`src/rtl/dff_pkg.sv`:
```
// Shared defaults and sizing helper for the dff delay-line blocks.
package dff_pkg;

  localparam int DEF_WIDTH = 8;
  localparam int DEF_DEPTH = 4;

  // Bits needed to count 0..depth valid stages.
  function automatic int clog2_depth(input int depth);
    return (depth < 1) ? 1 : $clog2(depth + 1);
  endfunction

endpackage

```
`src/rtl/dff_res_en.sv`:
```
// One register with async active-high reset, synchronous clear and enable.
module dff_res_en #(
  parameter int           W       = 9,
  parameter logic [W-1:0] RST_VAL = '0
) (
  input  logic         clk,
  input  logic         res,
  input  logic         en,
  input  logic         clr,
  input  logic [W-1:0] d,
  output logic [W-1:0] q
);

  // Clear outranks enable so a flush also discards the word on that edge.
  always_ff @(posedge clk or posedge res) begin
    if (res) begin
      q <= RST_VAL;
    end else if (clr) begin
      q <= RST_VAL;
    end else if (en) begin
      q <= d;
    end
  end

endmodule

```
`src/rtl/dff_pipe_res.sv`:
```
// DEPTH-stage data+valid delay line with stall, flush, reset value and occupancy count.
module dff_pipe_res
  import dff_pkg::*;
#(
  parameter int               WIDTH    = DEF_WIDTH,
  parameter int               DEPTH    = DEF_DEPTH,
  parameter logic [WIDTH-1:0] RST_VAL  = '0,
  parameter bit               GATE_INV = 1'b1,
  localparam int              CW       = clog2_depth(DEPTH)
) (
  input  logic             clk,
  input  logic             res,
  input  logic             en,
  input  logic             flush,
  input  logic [WIDTH-1:0] d,
  input  logic             d_vld,
  output logic [WIDTH-1:0] q,
  output logic             q_vld,
  output logic [CW-1:0]    cnt
);

  // Valid semantics: q_vld qualifies q on every cycle; there is no ready, so a
  // consumer must take each word in the cycle after the enabled edge that moved it out.

  if (DEPTH < 1) begin : g_bad_depth
    $error("dff_pipe_res: DEPTH must be >= 1");
  end

  logic [WIDTH:0]   stg [DEPTH];
  logic [DEPTH-1:0] vld_vec;
  logic [WIDTH-1:0] d_gated;
  logic [CW-1:0]    cnt_r;

  // Invalid input words are replaced so garbage on d never travels down the line.
  assign d_gated = (GATE_INV && !d_vld) ? RST_VAL : d;

  for (genvar k = 0; k < DEPTH; k++) begin : g_stage
    logic [WIDTH:0] din;

    if (k == 0) begin : g_head
      assign din = {d_vld, d_gated};
    end else begin : g_body
      assign din = stg[k-1];
    end

    dff_res_en #(
      .W       (WIDTH + 1),
      .RST_VAL ({1'b0, RST_VAL})
    ) u_reg (
      .clk (clk),
      .res (res),
      .en  (en),
      .clr (flush),
      .d   (din),
      .q   (stg[k])
    );

    assign vld_vec[k] = stg[k][WIDTH];
  end

  assign q     = stg[DEPTH-1][WIDTH-1:0];
  assign q_vld = stg[DEPTH-1][WIDTH];

  // Modular add/sub stays exact: a full line always has q_vld=1, so the net change is bounded.
  always_ff @(posedge clk or posedge res) begin
    if (res) begin
      cnt_r <= '0;
    end else if (flush) begin
      cnt_r <= '0;
    end else if (en) begin
      cnt_r <= cnt_r + CW'(d_vld) - CW'(q_vld);
    end
  end

  assign cnt = cnt_r;

  a_cnt_popcount : assert property (@(posedge clk) disable iff (res)
    cnt_r == CW'($countones(vld_vec)));

  a_cnt_bound : assert property (@(posedge clk) disable iff (res)
    int'(cnt_r) <= DEPTH);

endmodule

```
`config.mk`:
```
export PLATFORM = sky130hd
export DESIGN_NAME = dff_pipe_res
export DESIGN_NICKNAME = d
export VERILOG_FILES = /design/src/rtl/dff_pkg.sv /design/src/rtl/dff_res_en.sv /design/src/rtl/dff_pipe_res.sv
export SDC_FILE = /design/constraint.sdc
export NUM_CORES = 1
export LEC_CHECK = 0
export ABC_CLOCK_PERIOD_IN_PS = 5400
export CORE_ASPECT_RATIO = 2
export CORE_MARGIN = 4
export CORE_UTILIZATION = 60
export CTS_BUF_LIST = sky130_fd_sc_hd__clkbuf_2 sky130_fd_sc_hd__clkbuf_4 sky130_fd_sc_hd__clkbuf_8
export DETAILED_ROUTE_END_ITERATION = 6
export PLACE_DENSITY = 0.95
export SLEW_MARGIN = 20
export SYNTH_ARGS = -nofsm -noshare
export SYNTH_HDL_FRONTEND = slang
export SYNTH_HIERARCHICAL = 1
export SYNTH_SLANG_ARGS = --single-unit
```
`constraint.sdc`:
```
create_clock -name clk -period 5.4 [get_ports clk]
set_input_delay 1.08 -clock clk [delete_from_list [all_inputs] [get_ports clk]]
set_output_delay 1.08 -clock clk [all_outputs]
set_load 0.05 [all_outputs]
```
# Yosys cells after proc, flatten, opt, wreduce, memory -nomap -nowiden
# Index checks and enable logic that the tools add are counted.
# Widths: inputs -> output; s select.
[totals] in_bits=13 output_inout_bits=12 word_cells=19 reg_bits=39
[op_classes] muxes=11 add_sub_neg=2 n_reduce_logical=1
[ops] cell="$mux 9" count=8
[ops] cell="$mux 8" count=1
[ops] cell="$mux 3" count=2
[ops] cell="$add 3x1->3" count=1
[ops] cell="$sub 3x1->3" count=1
[ops] cell="$reduce_bool 2->1" count=1

# Logic depth before layout (Yosys ltp)
[logic_depth] ltp_word=4 depth_mapped=9 depth_no_buf=9

# Cells and area by module
# The synthesis kept the hierarchy.
[by_module_without_submodules] module="dff_res_en" seq_area_each_um2=225.2 cells_per_inst=30 instances=4 area_each_um2=367.9
[by_module_without_submodules] module="dff_pipe_res" seq_area_each_um2=75.1 cells_per_inst=27 instances=1 area_each_um2=242.7

# Least setup slack after synthesis
# No wires, ideal clock.
[synth_path] kind="input port to flip-flop" from="input d_vld" to="register cnt_r[2], in the netlist cnt[2]" required_ns=5.280 path_slack_ns=3.260 arrival_time_ns=2.020 stages=6 cell_sequence="ha_1 inv_1 fa_1 xor2_1 a21oi_1 a31o_1"
[synth_via] elab_chain_len=4
[synth_lines] element="from (decl)" line_no="dff_pipe_res.sv:16" rtl="input logic d_vld,"
[synth_lines] element="$add 3x1->3" line_no="dff_pipe_res.sv:71" rtl="cnt_r <= cnt_r + CW'(d_vld) - CW'(q_vld);"
[synth_lines] element="$sub 3x1->3" line_no="dff_pipe_res.sv:71"
[synth_lines] element="$mux 3" line_no="dff_pipe_res.sv:70" rtl="end else if (en) begin"
[synth_lines] element="$mux 3" line_no="dff_pipe_res.sv:68" rtl="end else if (flush) begin"
[synth_lines] element="to (signal assigned)" line_no="dff_pipe_res.sv:71"
[synth_lines] element="to (decl)" line_no="dff_pipe_res.sv:32" rtl="logic [CW-1:0] cnt_r;"
# No other way between the ends. The select of a mux whose other input is x is not followed.
# A chain may end at the register's enable or synchronous reset.

# Worst setup path in the final report
[layout_path] from="register cnt_r[1], in the netlist cnt[1]" to="output cnt[1]"
[layout_lines] element="to (decl)" line_no="dff_pipe_res.sv:19" rtl="output logic [CW-1:0] cnt"
# No word-level cell between the ends.

==> results.sh <==
export IMPL_status="completed"
export IMPL_seq_area_um2=976
export IMPL_cp_end_kind="primary output"
export IMPL_netlist_area_leader_share=0.569
export IMPL_cts_tree="done"
export IMPL_core_area_mm2=0.00274
export IMPL_fin_util=0.749
export IMPL_wl_per_cell_um=14.9
export IMPL_ys_ff_latch=39
export IMPL_seq_area_frac_synth=0.569
export IMPL_maxCapViolations=0
export IMPL_ctsRootBufferMaster="clkbuf_8"
export IMPL_finalSetupViolations=0
export IMPL_rsz0062_at_grt="no"
export IMPL_grt_pass1_vias=1104
export IMPL_tightest_slew_ns=0.702
export IMPL_period_share=0.492
export IMPL_slowest_delay_ns=0.84
export IMPL_ioPinCount=25
export IMPL_synth_area_top_cells="dfrtp_1, mux2i_1, nor2_1, and2_1, buf_6"
export IMPL_async_flop_share=1.00
export IMPL_cts_setup_buffers=0
export IMPL_clkSinkCount=39
export IMPL_drtIter0Drc=40
export IMPL_synth_top_area_cell="dfrtp_1"
export IMPL_num_fill_cells=174
export IMPL_netlist_top_cells_count="dfrtp_1, nor2_1, mux2i_1"
export IMPL_hold_buffers=0
export IMPL_layout_min_cycle_time_ns=2.66
export IMPL_io_buffers=24
export IMPL_synth_edf_count=0
export IMPL_peakVddDrop_v=0.000237
export IMPL_die_h_um=83.6
export IMPL_slew_headroom=0.532
export IMPL_grt_max_degree=42
export IMPL_nets=188
export IMPL_drc=0
export IMPL_htreeDepth=2
export IMPL_crit_chain="clkdlybuf4s50_1"
export IMPL_finalHoldViolations=0
export IMPL_clk_pin_slew_ns=0.07
export IMPL_syn_to_final_growth_pct=19.5
export IMPL_power_mw=0.564
export IMPL_place_hpwl_mm=2.12
export IMPL_fp_dieArea_mm2=0.00383
export IMPL_grt_overflow=0
export IMPL_cp_data_arrival_time_ns=1.58
export IMPL_crit_family="buffers and inverters"
export IMPL_cts_resized=0
export IMPL_slowest_stage="clkdlybuf4s50_1"
export IMPL_multi_input_area_um2=648
export IMPL_clk_latency_ns=0.29
export IMPL_grt_pass1_wl_mm=4.88
export IMPL_path_class="reg2out"
export IMPL_synth_cell_type_count=14
export IMPL_drtAntennaViolNets=0
export IMPL_die_x_um=45.8
export IMPL_yosysWarningCount=6
export IMPL_power_leakage_nw=1.06
export IMPL_syn_inst=147
export IMPL_syn_avg_cell_area_um2=11.7
export IMPL_viasPerCell=5.48
export IMPL_slew_violations=0
export IMPL_clockBufferDepth=2
export IMPL_dr_pass1_iters=4
export IMPL_tns_ns=0
export IMPL_numCtsBuffers=5
export IMPL_min_path_type="reg2reg"
export IMPL_antenna_found_initial=0
export IMPL_routed_wl_mm=2.99
export IMPL_path_buf_inv=1
export IMPL_rows=27
export IMPL_n_antenna_cell=0
export IMPL_power_density_mw_per_mm2=275
export IMPL_path_max_fanout=4
export IMPL_vias=1101
export IMPL_fmax_ghz=0.376
export IMPL_start_kind="flop"
export IMPL_drive_gt1_frac=0.0581
export IMPL_syn_num_nets=163
export IMPL_ys_flop_type="dfrtp_1"
export IMPL_cp_required_ns=4.32
export IMPL_place_congestion=0.721
export IMPL_worst_clock_skew_ns=0.00767
export IMPL_netlist_area_mm2=0.00171
export IMPL_start_util=0.626
export IMPL_gr_usage_all_layers=0.177
==> power by group <==
| part | switching [mW] | total (mW) | internal, mW |
|---|---|---|---|
| Combinational | 0.0366 | 0.0645 | 0.0279 |
| Sequential | 0.00498 | 0.304 | 0.299 |
| Clock | 0.0955 | 0.196 | 0.100 |
==> metrics by stage <==
stage	worst slack, ns	hold WS, ns	instance area (um2)	std cells
5_1_grt	2.61	0.550	2050	201
3_5_place_dp	2.42	0.512	1930	193
3_3_place_gp	2.51	0.500	1930	193
2_1_floorplan	3.26	0.486	1710	147
4_1_cts	2.72	0.530	2020	200
6_report	2.74	0.522	2050	201
==> final cells by class <==
cell class                 count  share of cell area
sequential                    39               0.476
tap                           29              0.0177
inverter                       8              0.0147
multi-input combinational     92               0.316
clock inverter                 1             0.00244
timing repair buffer          26               0.132
clock buffer                   6              0.0403
==> logic make-up after synthesis <==
logic type / Yosys count / share of synthesized area
AOI/OAI and AO/OA: 3 / 0.0124
xor gates and xnor gates: 1 / 0.00511
adders and majority gates: 3 / 0.0263
buffers and inverters: 16 / 0.0526
DFF: 39 / 0.569
muxes: 37 / 0.216
and+or+nand+nor: 48 / 0.118
==> tightest hold or removal path, stage by stage (launching register included) <==
cell and delay (ns):
dfrtp_1 0.35, mux2i_1 0.07, nor2_1 0.07
==> cells in the final DEF, fill, tap and decap left out, drive strengths merged, types with 2 or more instances in the layout <==
cell	instances
nor2	39
dfrtp	39
mux2i	37
clkdlybuf4s50	23
and2	8
inv	8
clkbuf	6
buf	3
ha	2
==> final timing paths <==
check	to	cells past startpoint	slack [ns]	start
max in group asynchronous	g_stage[3].u_reg/q[3]$_DFFE_PP0P_	2	3.94	res
min	g_stage[1].u_reg/q[8]$_DFFE_PP0P_	2	0.52	g_stage[0].u_reg/q[8]$_DFFE_PP0P_
min reg2reg	g_stage[1].u_reg/q[8]$_DFFE_PP0P_	2	0.52	g_stage[0].u_reg/q[8]$_DFFE_PP0P_
min in group asynchronous	cnt[1]$_DFFE_PP0P_	2	1.09	res
max reg2reg	cnt[2]$_DFFE_PP0P_	8	3.47	g_stage[3].u_reg/q[8]$_DFFE_PP0P_
max	cnt[1]	1	2.74	cnt[1]$_DFFE_PP0P_
==> state kept, by name (all words and copies together) (netlist names) <==
register and count:
cnt 3, g_stage.u_reg/q 36
==> routing by layer <==
| metal | share of wire | track usage |
|---|---|---|
| met5 | 0 | 0 |
| met1 | 0.39 | 0.202 |
| met3 | 0.040 | 0.0540 |
| met2 | 0.53 | 0.271 |
| met4 | 0.035 | 0.114 |
No activity file was read; power rests on OpenSTA's default activity.
